<file path="config.mk">
export PLATFORM = sky130hd
export DESIGN_NAME = bcd2bin_reverse_dabble_flat
export DESIGN_NICKNAME = d
export VERILOG_FILES = /design/src/rtl/bcd2bin_reverse_dabble_if.sv /design/src/rtl/bcd2bin_reverse_dabble.sv /design/src/flat_wrapper.sv
export SDC_FILE = /design/constraint.sdc
export NUM_CORES = 1
export LEC_CHECK = 0
export ABC_AREA = 0
export BUFFER_PORTS_ARGS = -buffer_cell sky130_fd_sc_hd__buf_2
export CAP_MARGIN = 20
export CORE_MARGIN = 4
export CORE_UTILIZATION = 61
export DETAILED_ROUTE_END_ITERATION = 8
export PLACE_DENSITY = 0.85
export SLEW_MARGIN = 0
export SYNTH_ARGS = -nofsm -noshare
export SYNTH_HDL_FRONTEND = slang
export SYNTH_SLANG_ARGS = --single-unit
</file>
<file path="constraint.sdc">
create_clock -name clk -period 2.6 [get_ports clk]
set_input_delay 0.39 -clock clk [delete_from_list [all_inputs] [get_ports clk]]
set_output_delay 0.39 -clock clk [all_outputs]
set_load 0.01 [all_outputs]
</file>
<file path="src/rtl/bcd2bin_reverse_dabble_if.sv">
// rtl/bcd2bin_reverse_dabble_if.sv - start/busy/done handshake bundle for the BCD-to-binary converter
//
// Purpose: groups the request and result signals of bcd2bin_reverse_dabble.
// Signals:
//   start   requester -> converter  request, only honoured while the converter is idle
//   bcd_in  requester -> converter  20-bit packed BCD, digit k at [4k+3:4k], k=0 is units
//   busy    converter -> requester  conversion in progress
//   done    converter -> requester  one-cycle pulse, results valid from this cycle on
//   bin_out converter -> requester  binary result, N_BITS wide, held until next done
//   ovf     converter -> requester  result did not fit in N_BITS
//   err     converter -> requester  an input digit was greater than 9
// Modports: master = requester side, slave = converter side.

interface bcd2bin_reverse_dabble_if #(
  parameter int N_BITS = 16
);
  logic              start;
  logic [19:0]       bcd_in;
  logic              busy;
  logic              done;
  logic [N_BITS-1:0] bin_out;
  logic              ovf;
  logic              err;

  modport master (
    output start,
    output bcd_in,
    input  busy,
    input  done,
    input  bin_out,
    input  ovf,
    input  err
  );

  modport slave (
    input  start,
    input  bcd_in,
    output busy,
    output done,
    output bin_out,
    output ovf,
    output err
  );
endinterface

</file>
<file path="src/rtl/bcd2bin_reverse_dabble.sv">
// rtl/bcd2bin_reverse_dabble.sv - iterative reverse double-dabble BCD-to-binary converter
//
// Purpose: converts a 5-digit packed BCD operand to unsigned binary, one shift
// per clock, with fixed latency (21 clocks for valid input, 2 clocks when a
// digit is invalid).
// Ports:
//   clk  input   rising-edge clock
//   rst  input   synchronous reset, active-high, overrides start
//   bus  slave   start/bcd_in request, busy/done/bin_out/ovf/err response
// Parameter:
//   N_BITS  binary output width, 1..20; widths of 17 and above never overflow.

module bcd2bin_reverse_dabble #(
  parameter int N_BITS = 16
) (
  input  logic                  clk,
  input  logic                  rst,
  bcd2bin_reverse_dabble_if.slave bus
);

  typedef enum logic [1:0] {
    IDLE     = 2'd0,
    SHIFT    = 2'd1,
    ERR_WAIT = 2'd2,
    FINISH   = 2'd3
  } state_t;

  state_t            state_q;
  logic [19:0]       bcd_q;
  logic [19:0]       bin_q;
  logic [4:0]        cnt_q;
  logic              err_pend_q;
  logic              busy_q;
  logic              done_q;
  logic [N_BITS-1:0] bin_out_q;
  logic              ovf_q;
  logic              err_q;

  // next values of the shift pair for one dabble step
  logic [19:0] bcd_shift;
  logic [19:0] bcd_d;
  logic [19:0] bin_d;
  logic        ovf_d;

  // A digit that reached 8 or more after the right shift held 10 or more
  // before it; removing 3 undoes the extra weight the shift brought down.
  function automatic logic [3:0] dabble_fix(input logic [3:0] d);
    return (d >= 4'd8) ? (d - 4'd3) : d;
  endfunction

  function automatic logic has_bad_digit(input logic [19:0] v);
    logic bad;
    bad = 1'b0;
    for (int k = 0; k < 5; k++) begin
      if (v[4*k +: 4] > 4'd9) begin
        bad = 1'b1;
      end
    end
    return bad;
  endfunction

  always_comb begin
    bcd_shift = {1'b0, bcd_q[19:1]};
    bin_d     = {bcd_q[0], bin_q[19:1]};
    bcd_d     = '0;
    for (int k = 0; k < 5; k++) begin
      bcd_d[4*k +: 4] = dabble_fix(bcd_shift[4*k +: 4]);
    end
    // bits above the output width; the shift yields zero when N_BITS is 20
    ovf_d = |(bin_q >> N_BITS);
  end

  always_ff @(posedge clk) begin
    if (rst) begin
      state_q    <= IDLE;
      bcd_q      <= '0;
      bin_q      <= '0;
      cnt_q      <= '0;
      err_pend_q <= 1'b0;
      busy_q     <= 1'b0;
      done_q     <= 1'b0;
      bin_out_q  <= '0;
      ovf_q      <= 1'b0;
      err_q      <= 1'b0;
    end else begin
      done_q <= 1'b0;
      case (state_q)
        IDLE: begin
          if (bus.start) begin
            bcd_q  <= bus.bcd_in;
            bin_q  <= '0;
            cnt_q  <= '0;
            busy_q <= 1'b1;
            if (has_bad_digit(bus.bcd_in)) begin
              err_pend_q <= 1'b1;
              // invalid operands still take a fixed two-cycle path
              state_q    <= ERR_WAIT;
            end else begin
              err_pend_q <= 1'b0;
              state_q    <= SHIFT;
            end
          end
        end
        SHIFT: begin
          bcd_q <= bcd_d;
          bin_q <= bin_d;
          cnt_q <= cnt_q + 5'd1;
          if (cnt_q == 5'd19) begin
            state_q <= FINISH;
          end
        end
        ERR_WAIT: begin
          state_q <= FINISH;
        end
        FINISH: begin
          done_q <= 1'b1;
          busy_q <= 1'b0;
          if (err_pend_q) begin
            bin_out_q <= '0;
            ovf_q     <= 1'b0;
            err_q     <= 1'b1;
          end else begin
            bin_out_q <= bin_q[N_BITS-1:0];
            ovf_q     <= ovf_d;
            err_q     <= 1'b0;
          end
          state_q <= IDLE;
        end
        default: begin
          state_q <= IDLE;
        end
      endcase
    end
  end

  assign bus.busy    = busy_q;
  assign bus.done    = done_q;
  assign bus.bin_out = bin_out_q;
  assign bus.ovf     = ovf_q;
  assign bus.err     = err_q;

endmodule

</file>
<file path="src/flat_wrapper.sv">
// flat-port wrapper written by rule: the top's interface ports become plain ports
module bcd2bin_reverse_dabble_flat 
#(
  parameter int N_BITS = 16
)
  (clk, rst, bus_start, bus_bcd_in, bus_busy, bus_done, bus_bin_out, bus_ovf, bus_err);
  bcd2bin_reverse_dabble_if #(.N_BITS(N_BITS)) bus_i ();
  input  logic clk;
  input  logic rst;
  input wire logic [$bits(bus_i.start)-1:0] bus_start;
  input wire logic [$bits(bus_i.bcd_in)-1:0] bus_bcd_in;
  output wire logic [$bits(bus_i.busy)-1:0] bus_busy;
  output wire logic [$bits(bus_i.done)-1:0] bus_done;
  output wire logic [$bits(bus_i.bin_out)-1:0] bus_bin_out;
  output wire logic [$bits(bus_i.ovf)-1:0] bus_ovf;
  output wire logic [$bits(bus_i.err)-1:0] bus_err;
  assign bus_i.start = bus_start;
  assign bus_i.bcd_in = bus_bcd_in;
  assign bus_busy = bus_i.busy;
  assign bus_done = bus_i.done;
  assign bus_bin_out = bus_i.bin_out;
  assign bus_ovf = bus_i.ovf;
  assign bus_err = bus_i.err;
  bcd2bin_reverse_dabble #(.N_BITS(N_BITS)) u_core (.clk(clk), .rst(rst), .bus(bus_i));
endmodule
</file>
# After elaboration in Yosys (flattened, before gate mapping)
# Cells that the tools add are included.
[totals]
input_bits = 23
wordCells = 67
ff_bits = 68
out_inout_bits = 20
[op_classes]
eq_ne = 6
muxes = 29
n_reduce_logical = 8
addsub = 5
magnitude_cmp = 9
[ops]
columns = ["op", "n"]
rows = [
  ["$pmux W20 S2", 2],
  ["$mux W20", 2],
  ["$gt A4 B4 Y1 const B", 5],
  ["$ge A4 B4 Y1 const B", 4],
  ["$mux W16", 1],
  ["$mux W4", 4],
  ["$sub A4 B2 Y4 const B", 4],
  ["$mux W1", 13],
  ["$pmux W5 S2", 1],
  ["$pmux W2 S4", 1],
  ["$reduce_and A2 Y1", 4],
  ["$mux W2", 3],
  ["$add A5 B1 Y5 const B", 1],
  ["$eq A5 B5 Y1 const B", 1],
  ["$mux W5", 1],
  ["$eq A2 B2 Y1 const B", 2],
  ["$reduce_bool A2 Y1", 2],
  ["$reduce_or A4 Y1", 1],
  ["$eq A2 B1 Y1 const B", 1],
  ["$logic_not A2 Y1", 1],
  ["$ne A2 B1 Y1 const B", 1],
  ["$ne A2 B2 Y1 const B", 1],
  ["$pmux W1 S2", 1],
]

# Longest topological paths before layout
[logic_depth]
depth_word = 12
ltp_mapped = 8
depth_no_buf = 6

# Worst setup path after synthesis
# Ideal clock, no wire load.
[synth_path]
kind = "reg2reg"
from = "reg u_core.state_q[0]"
to = "reg u_core.bcd_q[12]"
t_required_ps = 2472
n_path_buf = 2
t_arrival_ps = 1342
setup_slack_ps = 1131
stages_incl_launch_ff = 9
setup_ps = 128
synth_period_minus_slack_ps = 1469
cell_sequence = "dfxtp_1 -> inv_1 -> ha_1 -> buf_6 -> mux2i_4 -> buf_2 -> a211oi_1 -> a21oi_1 -> nor2_1"
[synth_between]
elab_chain_len = 3
word_cells_on_any_way = 6
classes_between = "2 x eq/ne; 1 x mux; 3 x reduce/logical"
[synth_rtl]
columns = ["element", "line", "source"]
rows = [
  ["start, declared", "bcd2bin_reverse_dabble.sv:28", "state_t state_q;"],
  ["start signal, assigned", "bcd2bin_reverse_dabble.sv:75", "state_q <= IDLE;"],
  ["start signal, assigned", "bcd2bin_reverse_dabble.sv:97", "state_q <= ERR_WAIT;"],
  ["start signal, assigned", "bcd2bin_reverse_dabble.sv:100", "state_q <= SHIFT;"],
  ["$eq A2 B1 Y1 or $logic_not A2 Y1 (tied branches)", "bcd2bin_reverse_dabble.sv:87", "case (state_q)"],
  ["$reduce_bool A2 Y1 (no source line) or $ne A2 B2 Y1 (tied branches)", "--", ""],
  ["$reduce_and A2 Y1 (no source line)", "--", ""],
  ["end signal, assigned", "bcd2bin_reverse_dabble.sv:90", "bcd_q <= bus.bcd_in;"],
  ["end, declared", "bcd2bin_reverse_dabble.sv:29", "logic [19:0] bcd_q;"],
]
# Several ways; a longest one is shown, not always the timed one.
# A chain may end at the register's enable or synchronous reset.

# Worst setup path in the final report
[layout_path]
from = "reg u_core.state_q[0]"
to = "reg u_core.cnt_q[1]"
[layout_between]
elab_chain_len = 3
word_cells_on_any_way = 6
classes_between = "2 x eq/ne; 1 x mux; 3 x reduce/logical"
[layout_rtl]
columns = ["element", "line", "source"]
rows = [
  ["$eq A2 B1 Y1 or $logic_not A2 Y1 (tied branches)", "bcd2bin_reverse_dabble.sv:87", ""],
  ["$reduce_bool A2 Y1 (no source line) or $ne A2 B2 Y1 (tied branches)", "--", ""],
  ["$reduce_and A2 Y1 (no source line)", "--", ""],
  ["end signal, assigned", "bcd2bin_reverse_dabble.sv:107", "cnt_q <= cnt_q + 5'd1;"],
  ["end, declared", "bcd2bin_reverse_dabble.sv:31", "logic [4:0] cnt_q;"],
]
# Several ways; a longest one is shown, not always the timed one.

==> key figures <==
Status
  • Outcome: complete, no violations

Clock network
  • Post-CTS resize count: 0
  • Htree depth: 3
  • Root Driver: clkbuf_8
  • CTS Hold Bufs: 0
  • Clk buf depth: 2
  • CTS tree: done
  • Setup bufs post-CTS: 0
  • Total CTS buffers: 9
  • CTS sink cnt: 68
  • Clk slew on worst S/H paths: 0.07 ns
  • Clock Latency Late Sink: 0.34 ns

Yosys
  • Cell Area, Synth: 3003 um2
  • Top-count cell post-synth: nor2_1
  • Yosys top cell by area: dfxtp_1
  • Commonest cells in the netlist: nor2_1, dfxtp_1, a22oi_1
  • Syn_nets: 370
  • Top cells by area, synth: dfxtp_1, nor2_1, a22oi_1
  • Number of synthesized flops with an enable pin: 0
  • Top FF cell, synth: dfxtp_1
  • Synth Register Bits: 68
  • Cells after Synth: 335
  • Share of Yosys cell area claimed by the top area cell type: 45.33%
  • Post-synth ARST share: 0%
  • Syn_area_per_cell: 8.964 um2
  • Netlist cell types: 33
  • Warnings from Yosys: 0
  • Sequential fraction of the synthesis area: 45.33%

Hold path
  • Hold wc startpoint: bus_bcd_in[19]
  • Hold crit path type: primary input to flop
  • Hold endpoint: u_core.bcd_q[19]
  • Hold depth: 3

Flow run
  • Max-cap violations: 0

Worst setup path
  • CP required: 2.88 ns
  • Max FO, Critical Path: 22
  • CP arrival: 2.36 ns
  • CP Cell Sequence: inv_1 -> ha_1 -> nor2b_1 -> nor2b_2 -> a22oi_1 -> nor2_1
  • R2R depth: 6
  • Setup Crit Path Kind: flop to flop
  • CP startpoint kind: flop
  • Largest stage delay on the critical path: 0.67 ns
  • CP max stage cell: nor2b_2
  • Worst flop-to-flop path endpoint: u_core.cnt_q[1]
  • Crit. End Element: flop
  • Reg2Reg Launch Point: u_core.state_q[0]
  • R2R setup slack: 0.52 ns

STA
  • Period Utilization, post-route: 79.97%
  • Final Max Slew Viols: 0
  • Layout Skew: 0.006064 ns
  • Final setup fails: 0
  • Post-layout minimum cycle time: 2.079 ns
  • Slew HR: 35.96%
  • Slew @ Worst Pin: 0.9571 ns
  • Fin Setup TNS: 0 ns
  • RSZ-0062 raised after global routing: false
  • Post-Route Hold Slack: 0.3296 ns
  • Max Freq: 480.9 MHz
  • Final Hold Vio Count: 0

Cells and area
  • Share of layout cells above drive strength 1: 18.67%
  • Multi-input gate area: 1469 um2
  • Number of diodes: 0
  • Final instance area: 3422 um2
  • Filler cells: 391
  • Register Area: 1361 um2
  • NumNets Final: 405
  • P&R area growth vs syn: 13.96%

GRT
  • Gr usage total: 21.10%
  • Gr ovfl total: 0
  • Maximum number of pins on one net before global-route repair: 50
  • Vias in the first global route: 2305
  • Initial antenna violation count: 0
  • Global-route wire length before repair: 10250 um

Detailed routing
  • Via density: 5.489
  • Drt wl/cell: 13.68 um
  • DRT Pass-1 Iters: 4
  • Final WL: 6047 um
  • DR iter-0 viols: 179
  • Post-DRT Antenna Nets: 0
  • DRC: 0
  • Routed vias: 2426

Floorplanning
  • I/O pin count: 43
  • Die Ht: 78.16 um
  • Starting Density: 63.16%
  • Row count: 25
  • Core ar.: 4755 um2
  • Die Span X: 78.16 um
  • Total Die Area: 6109 um2

Place
  • DP HPWL: 4004 um
  • GP Congestion: 0.8413
  • Placed Instance Area: 3219 um2
  • Port Buffer Count: 42

Pwr
  • Worst vdd ir: 0.4559 mV
  • LEAKAGE: 0.001360 uW
  • Power Dens Cells: 971.3 nW/um2
-- stage by stage --
| stage | power (uW) | cells | util, % | worst slack (ns) |
|---|---|---|---|---|
| floorplan | 2304 | 335 | - | 1.131 |
| global placement | 2417 | 426 | 67.71 | 0.6502 |
| detailed placement | 2458 | 426 | 67.71 | 0.5907 |
| CTS | 3336 | 442 | 71.97 | 0.5358 |
| global route | 3537 | 442 | 71.97 | 0.3571 |
| finish | 3324 | 442 | 71.97 | 0.5208 |
-- power breakdown --
part           switching, uW  total (uW)  internal, uW  leakage (uW)
Clock                    384         877           492      0.000102
Combinational            660        1110           447      0.000706
Sequential               152        1340          1190      0.000552
-- cells by family after synthesis --
| group | Yosys count | synth area share, % |
|---|---|---|
| compound gates | 87 | 20.38 |
| xor+xnor | 11 | 3.209 |
| fa+ha+maj | 12 | 5.000 |
| buf+inv | 35 | 5.750 |
| flops | 68 | 45.33 |
| mux | 15 | 5.458 |
| simple gates | 107 | 14.88 |
-- critical path: cells and delay by family (launching register included) --
kind	cells	cell delay (ns)
buf+inv	1	0.06
simple gates	3	1.01
compound gates	1	0.24
flops	1	0.38
fa+ha+maj	1	0.33
-- placed cells by master, fill, tap and decap left out --
cell,instances
a211o_1,4
a211oi_1,12
a211oi_2,4
a21oi_1,22
a22oi_1,37
a2bb2oi_1,1
and2b_1,1
buf_12,1
buf_2,42
buf_4,4
bufinv_16,1
clkbuf_1,1
clkbuf_8,11
clkinv_2,2
clkinvlp_4,1
dfxtp_1,68
ha_1,12
inv_1,12
mux2_2,1
mux2i_1,13
mux2i_4,1
nand2_1,12
nand4_1,3
nand4bb_1,1
nor2_1,80
nor2b_1,4
nor2b_2,1
nor3_1,2
nor3b_1,1
nor4_1,1
o211ai_1,1
o21ai_0,5
o31ai_1,1
or2_2,1
xnor2_1,8
xor2_1,3
-- flip-flops by register name, indices dropped and copies added, names as in the netlist --
signal              count
u_core.bin_q           20
u_core.bus.done         1
u_core.err_pend_q       1
u_core.bus.ovf          1
u_core.cnt_q            5
u_core.bus.busy         1
u_core.bus.err          1
u_core.state_q          2
u_core.bus.bin_out     16
u_core.bcd_q           20
-- per-layer routing --
layer | wire length (um) | global-route usage (%) | vias up
met5 | 0 | 0 | -
met4 | 71 | 8.217 | 0
met3 | 252 | 7.339 | 9
met2 | 2884 | 33.82 | 46
met1 | 2838 | 26.09 | 1142
li1 | - | - | 1229
-- cell type report --
cell class / instances / share of cell area [%]
Multi-Input combinational cell: 232 / 42.93
Sequential cell: 68 / 39.78
Timing Repair Buffer: 47 / 7.605
Clock buffer: 12 / 4.534
Tap cell: 67 / 2.450
Clock inverter: 4 / 1.389
Inverter: 12 / 1.316
-- how the worst max path moves through the flow --
stage | from | end | slack (ns) | cells after the start
final | u_core.state_q[0] | u_core.cnt_q[1] | 0.52 | 6
after global routing | u_core.state_q[0] | u_core.cnt_q[1] | 0.36 | 6
after CTS | u_core.state_q[0] | u_core.cnt_q[1] | 0.54 | 6
after detailed placement | u_core.state_q[0] | u_core.bin_q[7] | 0.59 | 6
after global placement | u_core.state_q[0] | u_core.bin_q[13] | 0.65 | 6
after floorplan | u_core.state_q[0] | u_core.bcd_q[12] | 1.13 | 8
Power figures use the tool's default switching activity.
